--- src/rtl/sub_array_pkg.sv ---
// Shared types and index helpers for the sub-array streamer and its unpacker counterpart.
// The flat order lists region A (rows below SUB_ROWS) column-major, then region B column-major.
package sub_array_pkg;

   typedef enum logic [0:0] {
      IDLE = 1'b0,
      SEND = 1'b1
   } state_t;

   typedef struct packed {
      logic [15:0] row;
      logic [15:0] col;
   } rc_t;

   function automatic rc_t flat_to_rc(input int k, input int rows, input int cols,
                                      input int sub_rows);
      rc_t rc;
      int  kk;
      int  nb;
      rc = '0;
      kk = 0;
      nb = rows - sub_rows;
      if (k < cols * sub_rows) begin
         rc.row = 16'(k % sub_rows);
         rc.col = 16'(k / sub_rows);
      end else begin
         kk = k - cols * sub_rows;
         if (nb > 0) begin
            rc.row = 16'(sub_rows + (kk % nb));
            rc.col = 16'(kk / nb);
         end
      end
      return rc;
   endfunction

   function automatic int nbeats(input int rows, input int cols, input int beat_elems);
      return (rows * cols) / beat_elems;
   endfunction

   function automatic int cnt_width(input int n);
      return (n > 1) ? $clog2(n) : 1;
   endfunction

endpackage

--- src/rtl/sub_array_beat_mux.sv ---
// Combinational beat selector: wires every beat of the stored matrix in flat order
// at elaboration time, then picks one beat by beat_cnt.
module sub_array_beat_mux
   import sub_array_pkg::*;
#(
   parameter int BIT_WIDTH  = 4,
   parameter int ROWS       = 8,
   parameter int COLS       = 8,
   parameter int SUB_ROWS   = 4,
   parameter int BEAT_ELEMS = 8
) (
   input  logic [BIT_WIDTH-1:0]            mat [ROWS][COLS],
   input  logic [cnt_width(nbeats(ROWS, COLS, BEAT_ELEMS))-1:0] beat_cnt,
   output logic [BEAT_ELEMS*BIT_WIDTH-1:0] out_data
);

   localparam int NBEATS = nbeats(ROWS, COLS, BEAT_ELEMS);
   localparam int CNT_W  = cnt_width(NBEATS);

   logic [BEAT_ELEMS*BIT_WIDTH-1:0] beats [NBEATS];

   // Flat index is a constant per (beat, element), so the reorder is pure wiring.
   for (genvar b = 0; b < NBEATS; b++) begin : g_beat
      for (genvar e = 0; e < BEAT_ELEMS; e++) begin : g_elem
         localparam rc_t RC = flat_to_rc(b * BEAT_ELEMS + e, ROWS, COLS, SUB_ROWS);
         localparam int  R  = int'(RC.row);
         localparam int  C  = int'(RC.col);
         assign beats[b][e*BIT_WIDTH +: BIT_WIDTH] = mat[R][C];
      end
   end

   always_comb begin
      out_data = '0;
      for (int b = 0; b < NBEATS; b++) begin
         if (beat_cnt == CNT_W'(b)) out_data = beats[b];
      end
   end

endmodule

--- src/rtl/convert_3d_to_1d_sub_array_streamer.sv ---
// Captures a ROWS x COLS matrix and streams it in sub-array flat order, BEAT_ELEMS per beat.
// Optional out_parity port when CONVERT_3D_TO_1D_SUB_ARRAY_PARITY_EN is defined.
module convert_3d_to_1d_sub_array_streamer
   import sub_array_pkg::*;
#(
   parameter int BIT_WIDTH  = 4,
   parameter int ROWS       = 8,
   parameter int COLS       = 8,
   parameter int SUB_ROWS   = 4,
   parameter int BEAT_ELEMS = 8
) (
   input  logic                            clk,
   input  logic                            rst_n,
   input  logic                            in_valid,
   output logic                            in_ready,
   input  logic [BIT_WIDTH-1:0]            in_mat [ROWS][COLS],
   output logic                            out_valid,
   input  logic                            out_ready,
   output logic [BEAT_ELEMS*BIT_WIDTH-1:0] out_data,
   output logic                            out_last
`ifdef CONVERT_3D_TO_1D_SUB_ARRAY_PARITY_EN
   ,
   output logic                            out_parity
`endif
);

   localparam int               NBEATS    = nbeats(ROWS, COLS, BEAT_ELEMS);
   localparam int               CNT_W     = cnt_width(NBEATS);
   localparam logic [CNT_W-1:0] LAST_BEAT = CNT_W'(NBEATS - 1);

   if ((BEAT_ELEMS <= 0) || ((ROWS * COLS) % BEAT_ELEMS != 0)) begin : g_bad_beat
      $fatal(1, "ROWS*COLS must be divisible by BEAT_ELEMS");
   end
   if ((SUB_ROWS < 0) || (SUB_ROWS > ROWS)) begin : g_bad_sub
      $fatal(1, "SUB_ROWS must lie in 0..ROWS");
   end

   state_t                 state_q;
   state_t                 state_d;
   logic [CNT_W-1:0]       cnt_q;
   logic [CNT_W-1:0]       cnt_d;
   logic                   capture;
   logic [BIT_WIDTH-1:0]   mat_q [ROWS][COLS];

   // in_ready sees out_ready combinationally so a new matrix can load on the last beat.
   always_comb begin
      state_d   = state_q;
      cnt_d     = cnt_q;
      out_valid = 1'b0;
      out_last  = 1'b0;
      in_ready  = 1'b0;
      capture   = 1'b0;
      case (state_q)
         IDLE: begin
            in_ready = 1'b1;
         end
         SEND: begin
            out_valid = 1'b1;
            out_last  = (cnt_q == LAST_BEAT);
            in_ready  = out_last && out_ready;
            if (out_ready) begin
               if (out_last) begin
                  state_d = IDLE;
                  cnt_d   = '0;
               end else begin
                  cnt_d = cnt_q + CNT_W'(1);
               end
            end
         end
         default: state_d = IDLE;
      endcase
      capture = in_valid && in_ready;
      if (capture) begin
         state_d = SEND;
         cnt_d   = '0;
      end
   end

   always_ff @(posedge clk or negedge rst_n) begin
      if (!rst_n) begin
         state_q <= IDLE;
         cnt_q   <= '0;
      end else begin
         state_q <= state_d;
         cnt_q   <= cnt_d;
      end
   end

   always_ff @(posedge clk or negedge rst_n) begin
      if (!rst_n) begin
         for (int r = 0; r < ROWS; r++) begin
            for (int c = 0; c < COLS; c++) begin
               mat_q[r][c] <= '0;
            end
         end
      end else if (capture) begin
         mat_q <= in_mat;
      end
   end

   sub_array_beat_mux #(
      .BIT_WIDTH  (BIT_WIDTH),
      .ROWS       (ROWS),
      .COLS       (COLS),
      .SUB_ROWS   (SUB_ROWS),
      .BEAT_ELEMS (BEAT_ELEMS)
   ) u_mux (
      .mat      (mat_q),
      .beat_cnt (cnt_q),
      .out_data (out_data)
   );

`ifdef CONVERT_3D_TO_1D_SUB_ARRAY_PARITY_EN
   // Matrix register clears on reset, so parity reads 0 then as well.
   assign out_parity = ^out_data;
`endif

endmodule

--- config.mk ---
export PLATFORM = sky130hd
export DESIGN_NAME = convert_3d_to_1d_sub_array_streamer
export DESIGN_NICKNAME = d
export VERILOG_FILES = /design/src/rtl/sub_array_pkg.sv /design/src/rtl/sub_array_beat_mux.sv /design/src/rtl/convert_3d_to_1d_sub_array_streamer.sv
export SDC_FILE = /design/constraint.sdc
export NUM_CORES = 1
export LEC_CHECK = 0
export BUFFER_PORTS_ARGS = -buffer_cell sky130_fd_sc_hd__buf_2
export CORE_MARGIN = 2
export CORE_UTILIZATION = 30
export DETAILED_ROUTE_END_ITERATION = 8
export PLACE_DENSITY_LB_ADDON = 0.12
export RECOVER_POWER = 100
export SLEW_MARGIN = 10
export SYNTH_ARGS = -nofsm -noshare
export SYNTH_HDL_FRONTEND = slang
export SYNTH_HIERARCHICAL = 1
export SYNTH_SLANG_ARGS = --single-unit
--- constraint.sdc ---
create_clock -name clk -period 2.25 [get_ports clk]
set_input_delay 0.225 -clock clk [delete_from_list [all_inputs] [get_ports clk]]
set_output_delay 0.225 -clock clk [all_outputs]
set_load 0.01 [all_outputs]
Word level (Yosys, flattened, before mapping)
Index checks and enable logic that the tools add are counted.
{ "totals": {"in_bits": 260, "elab_cells": 100, "output_inout_bits": 35, "reg_bits": 260} }
{ "classes": {"mux": 19, "add_sub_neg": 1, "n_bitwise": 1, "n_eq_ne": 7, "reduce_logical": 6} }
{ "op_table": {"columns": ["operator", "count"], "rows": [
  ["two-way mux 32 bit", 8],
  ["equality test 3 bit (second input constant)", 4],
  ["two-way mux 3 bit", 4],
  ["equality test 3 x 2 -> 1 bit (second input constant)", 2],
  ["two-way mux 1 bit", 6],
  ["nonzero test 2 bit", 2],
  ["adder 3 x 1 -> 3 bit (second input constant)", 1],
  ["equality test 3 x 1 -> 1 bit (second input constant)", 1],
  ["logical NOT 3 bit", 1],
  ["logical AND 1 bit", 2],
  ["case mux 1 bit (2 select lines)", 1],
  ["AND reduction 2 bit", 1],
  ["NOT 1 bit", 1]
]} }

Logic depth before layout (Yosys ltp)
Gate-level depths: netlist (run 1).
{ "logic_depth": {"word_depth": 9, "depth_mapped": 8, "depth_no_buf": 5} }

Hierarchy
Netlist (run 1), hierarchy kept.
{ "modules_own_cells": {"columns": ["mod", "area_per_inst_um2", "cells_per_inst", "instances", "seq_area_each_um2"], "rows": [
  ["convert_3d_to_1d_sub_array_streamer", 10802.9, 566, 1, 6506.2],
  ["sub_array_beat_mux", 2626.3, 378, 1, 0.0]
]} }

Least setup slack after synthesis (run 1)
OpenSTA, ideal clock, no wires.
{ "synth_timing": {"path_type": "register to register", "from": "register cnt_q[0]", "to": "register mat_q[0] (netlist bit)", "required_time_ps": 2125, "n_path_buf": 2, "arrival_time_ps": 1771, "slack_ps": 354, "stages_incl_launch_ff": 8, "setup_ps": 125, "period_less_slack_ps": 1896, "cell_sequence": "dfrtp_1 -> ha_1 -> ha_1 -> a21bo_4 -> nand2_4 -> buf_12 -> buf_12 -> mux2_4"} }
{ "synth_via": {"elab_chain_len": 4} }
{ "synth_rtl": {"columns": ["item", "line_no", "text"], "rows": [
  ["from (decl)", "convert_3d_to_1d_sub_array_streamer.sv:40", "logic [CNT_W-1:0] cnt_q;"],
  ["from (signal assigned)", "convert_3d_to_1d_sub_array_streamer.sv:85", "cnt_q <= cnt_d;"],
  ["equality test 3 bit", "convert_3d_to_1d_sub_array_streamer.sv:59", "out_last = (cnt_q == LAST_BEAT);"],
  ["logical AND 1 bit", "convert_3d_to_1d_sub_array_streamer.sv:60", "in_ready = out_last && out_ready;"],
  ["case mux 1 bit (2 select lines)", "convert_3d_to_1d_sub_array_streamer.sv:53", "case (state_q)"],
  ["via in_ready", "convert_3d_to_1d_sub_array_streamer.sv:15", "output logic in_ready,"],
  ["logical AND 1 bit", "convert_3d_to_1d_sub_array_streamer.sv:72", "capture = in_valid && in_ready;"],
  ["to (signal assigned)", "convert_3d_to_1d_sub_array_streamer.sv:97", "mat_q <= in_mat;"],
  ["to (decl)", "convert_3d_to_1d_sub_array_streamer.sv:43", "logic [BIT_WIDTH-1:0] mat_q [ROWS][COLS];"]
]} }
The timed path passes the listed nets, and every way through them passes these cells.
A chain may end at the register's enable or synchronous reset.

Worst setup path in the final report (run 1)
{ "layout_timing": {"from": "register cnt_q[1]", "to": "output port out_data[18]"} }
{ "layout_via": {"elab_chain_len": 9, "word_cells_on_any_way": 16, "classes_between": "eq/ne: 7; mux: 8; reduce/logical: 1"} }
{ "layout_rtl": {"columns": ["item", "line_no", "text"], "rows": [
  ["logical NOT 3 bit", "sub_array_beat_mux.sv:35", "if (beat_cnt == CNT_W'(b)) out_data = beats[b];"],
  ["two-way mux 32 bit (7 in a row)", "sub_array_beat_mux.sv:35", null],
  ["two-way mux 32 bit *", "sub_array_beat_mux.sv:35", null],
  ["to (decl)", "convert_3d_to_1d_sub_array_streamer.sv:19", "output logic [BEAT_ELEMS*BIT_WIDTH-1:0] out_data,"]
]} }
Mark *: on every way between the ends. The rest lies on a longest branch, timed or not.

==> results of run 1 <==
-- repair_timing --
item,CTS,global route
cloned,12,23
hold endpoints to repair,311,0
pin swaps,12,23
setup endpoints to repair,32,264
setup buffers,15,23
hold buffers,259,0
resized for setup,65,40
-- layer usage --
metal / GRT usage / vias to the layer above
met5: 0 / -
met4: 0.0485 / 0
met3: 0.0280 / 56
met2: 0.298 / 248
met1: 0.250 / 5094
li1: - / 4753
-- worst paths after layout --
kind,start,to,slack (ns),depth (start not counted)
worst max-delay path,cnt_q[1],out_data[18],-0.37,7
worst min-delay path,in_mat[10],mat_q[10],0.41,3
worst max register to register,cnt_q[0],mat_q[209],-0.23,8
worst min register to register,mat_q[214],mat_q[214],0.50,1
max in group asynchronous,rst_n,cnt_q[2],0.22,3
min in group asynchronous,rst_n,mat_q[65],0.59,2
-- cells by family (layout without fill, tap and decap cells) --
group,count (synthesis),after routing,share of synthesized area
DFF,260,260,0.484
AOI/OAI and AO/OA,168,168,0.0950
and+or+nand+nor,116,118,0.0402
muxes,320,320,0.318
other,0,2,0
adders and majority gates,2,2,0.00186
buffers and inverters,78,740,0.0601
-- area by class of cell --
cell class,count,area share
antenna,2,0.000238
clock buffer,41,0.0420
clock inverter,16,0.0124
inverter,2,0.000357
multi-input combinational,608,0.304
sequential,260,0.310
tap,592,0.0352
timing repair buffer,681,0.296
-- worst max-delay path: cells and delay by family, from the launching register on --
kind            cells  cell delay, ns
flops               1            0.48
buf+inv             3            0.48
compound gates      3            0.61
simple gates        1            0.23
-- state kept, by name (all words and copies together) (netlist names) --
signal   flops
mat_q      256
state_q      1
cnt_q        3
-- power by group through the flow --
stage | clock (W) | combinational [W] | sequential (W)
global route | 0.00597 | 0.0144 | 0.00888
detailed placement | 0 | 0.0109 | 0.00850
global placement | 0 | 0.0108 | 0.00848
floorplan | 0 | 0.00804 | 0.00803
finish | 0.00565 | 0.0135 | 0.00858
CTS | 0.00579 | 0.0130 | 0.00852
-- metrics by stage --
step                      TNS (ns)   util  setup WS, ns  cell area [um2]  power (W)
final                       -51.73  0.476        -0.373            21000     0.0277
after floorplan                  0      -         0.354            13400     0.0161
after detailed placement         0  0.357        0.0758            15800     0.0194
after global placement           0  0.357        0.0919            15800     0.0193
after CTS                   -14.15  0.458        -0.423            20200     0.0273
after global routing        -89.23  0.476        -0.477            21000     0.0292
-- cell usage in the layout, fill, tap and decap left out, drive strengths merged, types with 2 or more instances in the layout --
master and instances:
inv 2, a22oi 26, clkinvlp 2, a21oi 54
nand2 70, nor2b 3, nor2 13, clkbuf 70
a221oi 26, o211ai 13, dfrtp 260, o31a 26
buf 390, a31oi 2, bufbuf 3, mux2i 64
clkinv 7, ha 2, mux2 256, dlygate4sd3 259
and2 2, o21ai 19, nand2b 2, bufinv 7
diode 2, or2 26
==> results.json, run 1 <==
{
  "ys_ff_latch": 260,
  "row_count": 77,
  "avgSynthCellArea_um2": 14.2,
  "period_share": 1.17,
  "first_pass_iters": 4,
  "grt_max_degree": 59,
  "fillers": 3914,
  "power-per-cell-area_nw_per_um2": 1320,
  "power_switching_share": 0.336,
  "combPwrFrac": 0.486,
  "max_freq_mhz": 381,
  "synth-edff-count": 0,
  "grt_usage": 0.182,
  "clk_path_buf_depth": 3,
  "nets": 1846,
  "start_util": 0.304,
  "antenna_found_initial": 2,
  "cp_slowest_cell": "dfrtp_4",
  "slowest_delay_ns": 0.48,
  "synth_most_common_cell": "dfrtp_1",
  "drt_iter0_drc": 528,
  "grt_pass1_vias": 10800,
  "syn_inst": 944,
  "violations": "capacitance limit, slew limit, setup timing",
  "timing.final.ws_setup_ns": -0.373,
  "synth_ff_type": "dfrtp_1",
  "cp.required_ns": 2.03,
  "antenna_left": 0,
  "dp_hpwl_mm": 26.4,
  "synth.largest_area_cell": "dfrtp_1",
  "startpoint_type": "flip-flop",
  "area_growth_pct": 56.7,
  "clkLatencyLatePin_ns": 0.57,
  "path_cells": "buf_8 -> and2b_4 -> buf_12 -> a221oi_4 -> a21oi_1 -> o31a_1 -> buf_2",
  "met2_length_mm": 21.2,
  "cts.sinks": 260,
  "crit_type": "reg2out",
  "port_buffers": 294,
  "synth_area_um2": 13400,
  "regArea_um2": 6520,
  "hold_viol": 0,
  "routedWlPerCell_um": 20.4,
  "cts_inserted_buffers": 31,
  "crit_fanout": 7,
  "switchingPower_w": 0.00931,
  "die_w_um": 216,
  "cts-root-buf": "clkbuf_16",
  "synthArstFlopShare": 1.00,
  "synth_top_area_frac": 0.484,
  "netlist_top_cells_count": "dfrtp_1 (260), mux2_4 (200), nand2_1 (67)",
  "seq_area_frac_synth": 0.484,
  "cp.arrival_ns": 2.40,
  "yosysWarnings": 6,
  "vias": 10200,
  "routed_via_density": 4.61,
  "relSlewSlack": -0.0276,
  "grt-ovfl-total": 0,
  "met1_length_mm": 20.9,
  "die_y_um": 216,
  "worstHoldPathType": "in2reg",
  "clk_pin_slew_ns": 0.06,
  "io_pins": 295,
  "synthDistinctLibCells": 33,
  "worst_slew_pin_slew_ns": 1.54,
  "finalSetupViolations": 285,
  "status": "complete, but fails checks",
  "stdcell_count": 2202,
  "peakVddDrop_mv": 0.646,
  "coreArea_um2": 44200,
  "finalMaxSlewViolations": 59,
  "die_area_um2": 46500,
  "leakage_nw": 10.2,
  "synth_nets": 1206,
  "fin_crit_ns": 2.62,
  "dp_cells": 1814,
  "p_clk_frac": 0.204,
  "wirelength_mm": 45.0,
  "layout-drive-gt1-share": 0.489,
  "internal_power_w": 0.0184,
  "maxCapViolCount": 1,
  "seq_power_share": 0.310,
  "tritoncts": "built",
  "htreeDepth": 1,
  "gp_congestion": 0.756,
  "worst_hold_slack_ns": 0.411,
  "maxUsedRoutingLayer": "met4",
  "cp-end-kind": "output pin",
  "grt_pass1_wl_mm": 65.5,
  "rsz0062_at_grt": "true",
  "drc_errors": 0,
  "multiInputGateArea_um2": 6400,
  "fin_worst_skew_ns": 0.0150,
  "yosys-top-cells-area": "dfrtp_1 (48%), mux2_4 (22%), mux2i_1 (4.8%)",
  "wl_met3_mm": 1.80
}
No activity file was read; power rests on OpenSTA's default activity.
==> run 2: changes to the inputs <==
- CAP_MARGIN: unset -> 20
- CORE_MARGIN: 2 -> unset
- SLEW_MARGIN: 10 -> 0
==> results.json, run 2 (same netlist as run 1, synthesis figures left out) <==
{
  "layout-drive-gt1-share": 0.472,
  "cp_slowest_cell": "dfrtp_4",
  "crit_cells": 7,
  "die_area_um2": 45600,
  "hold_viol": 0,
  "fin_crit_ns": 2.61,
  "power-per-cell-area_nw_per_um2": 1290,
  "cts-root-buf": "clkbuf_16",
  "antenna_found_initial": 4,
  "htreeDepth": 1,
  "gp_congestion": 0.758,
  "coreArea_um2": 44200,
  "crit_type": "reg2out",
  "whs_path_depth": 3,
  "cp.required_ns": 2.03,
  "final_cell_mix": "buf_2 (290), dlygate4sd3_1 (259), dfrtp_1 (257)",
  "cp.arrival_ns": 2.38,
  "path_delay_family": "compound AO/OA/AOI/OAI gates",
  "routedWlPerCell_um": 20.1,
  "cts_inserted_buffers": 31,
  "row_count": 77,
  "area_growth_pct": 51.6,
  "worst_slew_pin_slew_ns": 1.94,
  "cp-end-kind": "output pin",
  "largest_reg_flops": 256,
  "startpoint_type": "flip-flop",
  "layout_commonest_cell": "buf_2",
  "grt_max_degree": 67,
  "die_y_um": 214,
  "grt_pass1_wl_mm": 63.4,
  "worstHoldPathType": "in2reg",
  "r2r_setup_slack_ns": -0.08,
  "cts.sinks": 260,
  "period_share": 1.16,
  "first_pass_iters": 4,
  "place_ws_ns": 0.103,
  "dp_hpwl_mm": 25.7,
  "antenna_left": 0,
  "vias": 9825,
  "grt_pass1_vias": 10600,
  "maxCapViolCount": 1,
  "fin_util": 0.460,
  "multiInputGateArea_um2": 6320,
  "io_pins": 295,
  "path_cells": "buf_12 -> and2b_4 -> buf_12 -> a221oi_2 -> a21oi_1 -> o31a_1 -> buf_2",
  "crit_fanout": 16,
  "peakVddDrop_mv": 0.706,
  "fin_worst_skew_ns": 0.0289,
  "clkLatencyLatePin_ns": 0.58,
  "wirelength_mm": 43.7,
  "r2r_start": "cnt_q[0]",
  "drt_iter0_drc": 476,
  "hp-start": "in_mat[4]",
  "regArea_um2": 6520,
  "routed_via_density": 4.53,
  "max_flop_register": "mat_q",
  "nets": 1812,
  "port_buffers": 294,
  "largestRegisters": "mat_q (256), cnt_q (3), state_q (1)",
  "grt_usage": 0.184,
  "relSlewSlack": -0.296,
  "cpMostUsedCell": "buf_12",
  "finalSetupViolations": 283,
  "die_w_um": 214,
  "tritoncts": "built",
  "status": "complete, but fails checks",
  "slowest_delay_ns": 0.49,
  "drc_errors": 0,
  "min_to": "mat_q[4]",
  "timing.final.ws_setup_ns": -0.357,
  "reg2reg_to": "mat_q[216]",
  "clk_pin_slew_ns": 0.06,
  "clk_path_buf_depth": 3,
  "worst_hold_slack_ns": 0.402,
  "violations": "capacitance limit, slew limit, setup timing",
  "finalMaxSlewViolations": 67,
  "grt-ovfl-total": 0,
  "start_util": 0.304,
  "leakage_nw": 9.87,
  "fillers": 4030,
  "rr_worst_depth": 8,
  "path_buf_inv": 3,
  "setup_tns_ns": -19.18,
  "max_freq_mhz": 384,
  "rsz0062_at_grt": "true"
}
## run 2: changes by cell type in the layout (fill, tap and decap cells not counted), sizes merged
cell / delta
clkinv: -5
nand2: -1
clkbuf: +2
buf: -23
inv: +1
bufbuf: -1
clkinvlp: -1
bufinv: -5
diode: +2
## run 2: worst reg2reg max path, stage by stage (launching register included)
cell	delay (ns)
dfrtp_4	0.50
buf_6	0.15
ha_1	0.19
ha_1	0.21
a21bo_1	0.28
nand2_8	0.18
buf_12	0.18
clkbuf_16	0.19
mux2_2	0.32
## run 2: how the worst max path moves through the flow
stage / startpoint / to / slack (ns)
floorplan: cnt_q[0] / mat_q[0] / 0.35
global placement: cnt_q[0] / mat_q[180] / 0.11
detailed placement: cnt_q[0] / mat_q[180] / 0.10
CTS: cnt_q[1] / out_data[27] / -0.35
global route: cnt_q[1] / out_data[20] / -0.44
finish: cnt_q[1] / out_data[20] / -0.36
## run 2: routing by layer
metal | wire length [um] | share of wire | track usage
met5 | 0 | 0 | 0
met4 | 1090 | 0.025 | 0.0493
met3 | 1740 | 0.040 | 0.0312
met1 | 20200 | 0.46 | 0.248
met2 | 20700 | 0.47 | 0.303
## run 2: per-stage QoR
step	cells	total power [W]	area (um2)
CTS	2135	0.0262	19700
floorplan	944	0.0161	13400
global placement	1801	0.0192	15600
global route	2170	0.0280	20400
detailed placement	1801	0.0193	15600
finish	2171	0.0264	20400
## run 2: layout make-up
class                   instances  area share
clock buffers                  52      0.0459
repair buffers                648       0.282
well taps                     592      0.0364
multi-input cells             607       0.310
diodes                          4    0.000492
flip-flops and latches        260       0.320
clock inverters                 6     0.00424
inverters                       2    0.000369
## run 2: repair_timing
action | 4_1_cts | 5_1_grt
endpoints found under the setup margin | 32 | 180
hold buffers | 259 | 0
buffers inserted | 10 | 14
resized for setup | 56 | 42
pin swaps | 14 | 15
hold endpoints to repair | 319 | 0
cloned | 8 | 19
## run 2: report_power, final
part / internal (W) / total (W) / leakage [nW] / switching, W
Combinational: 0.00735 / 0.0127 / 6.21 / 0.00540
Sequential: 0.00701 / 0.00854 / 3.16 / 0.00153
Clock: 0.00303 / 0.00507 / 0.496 / 0.00204
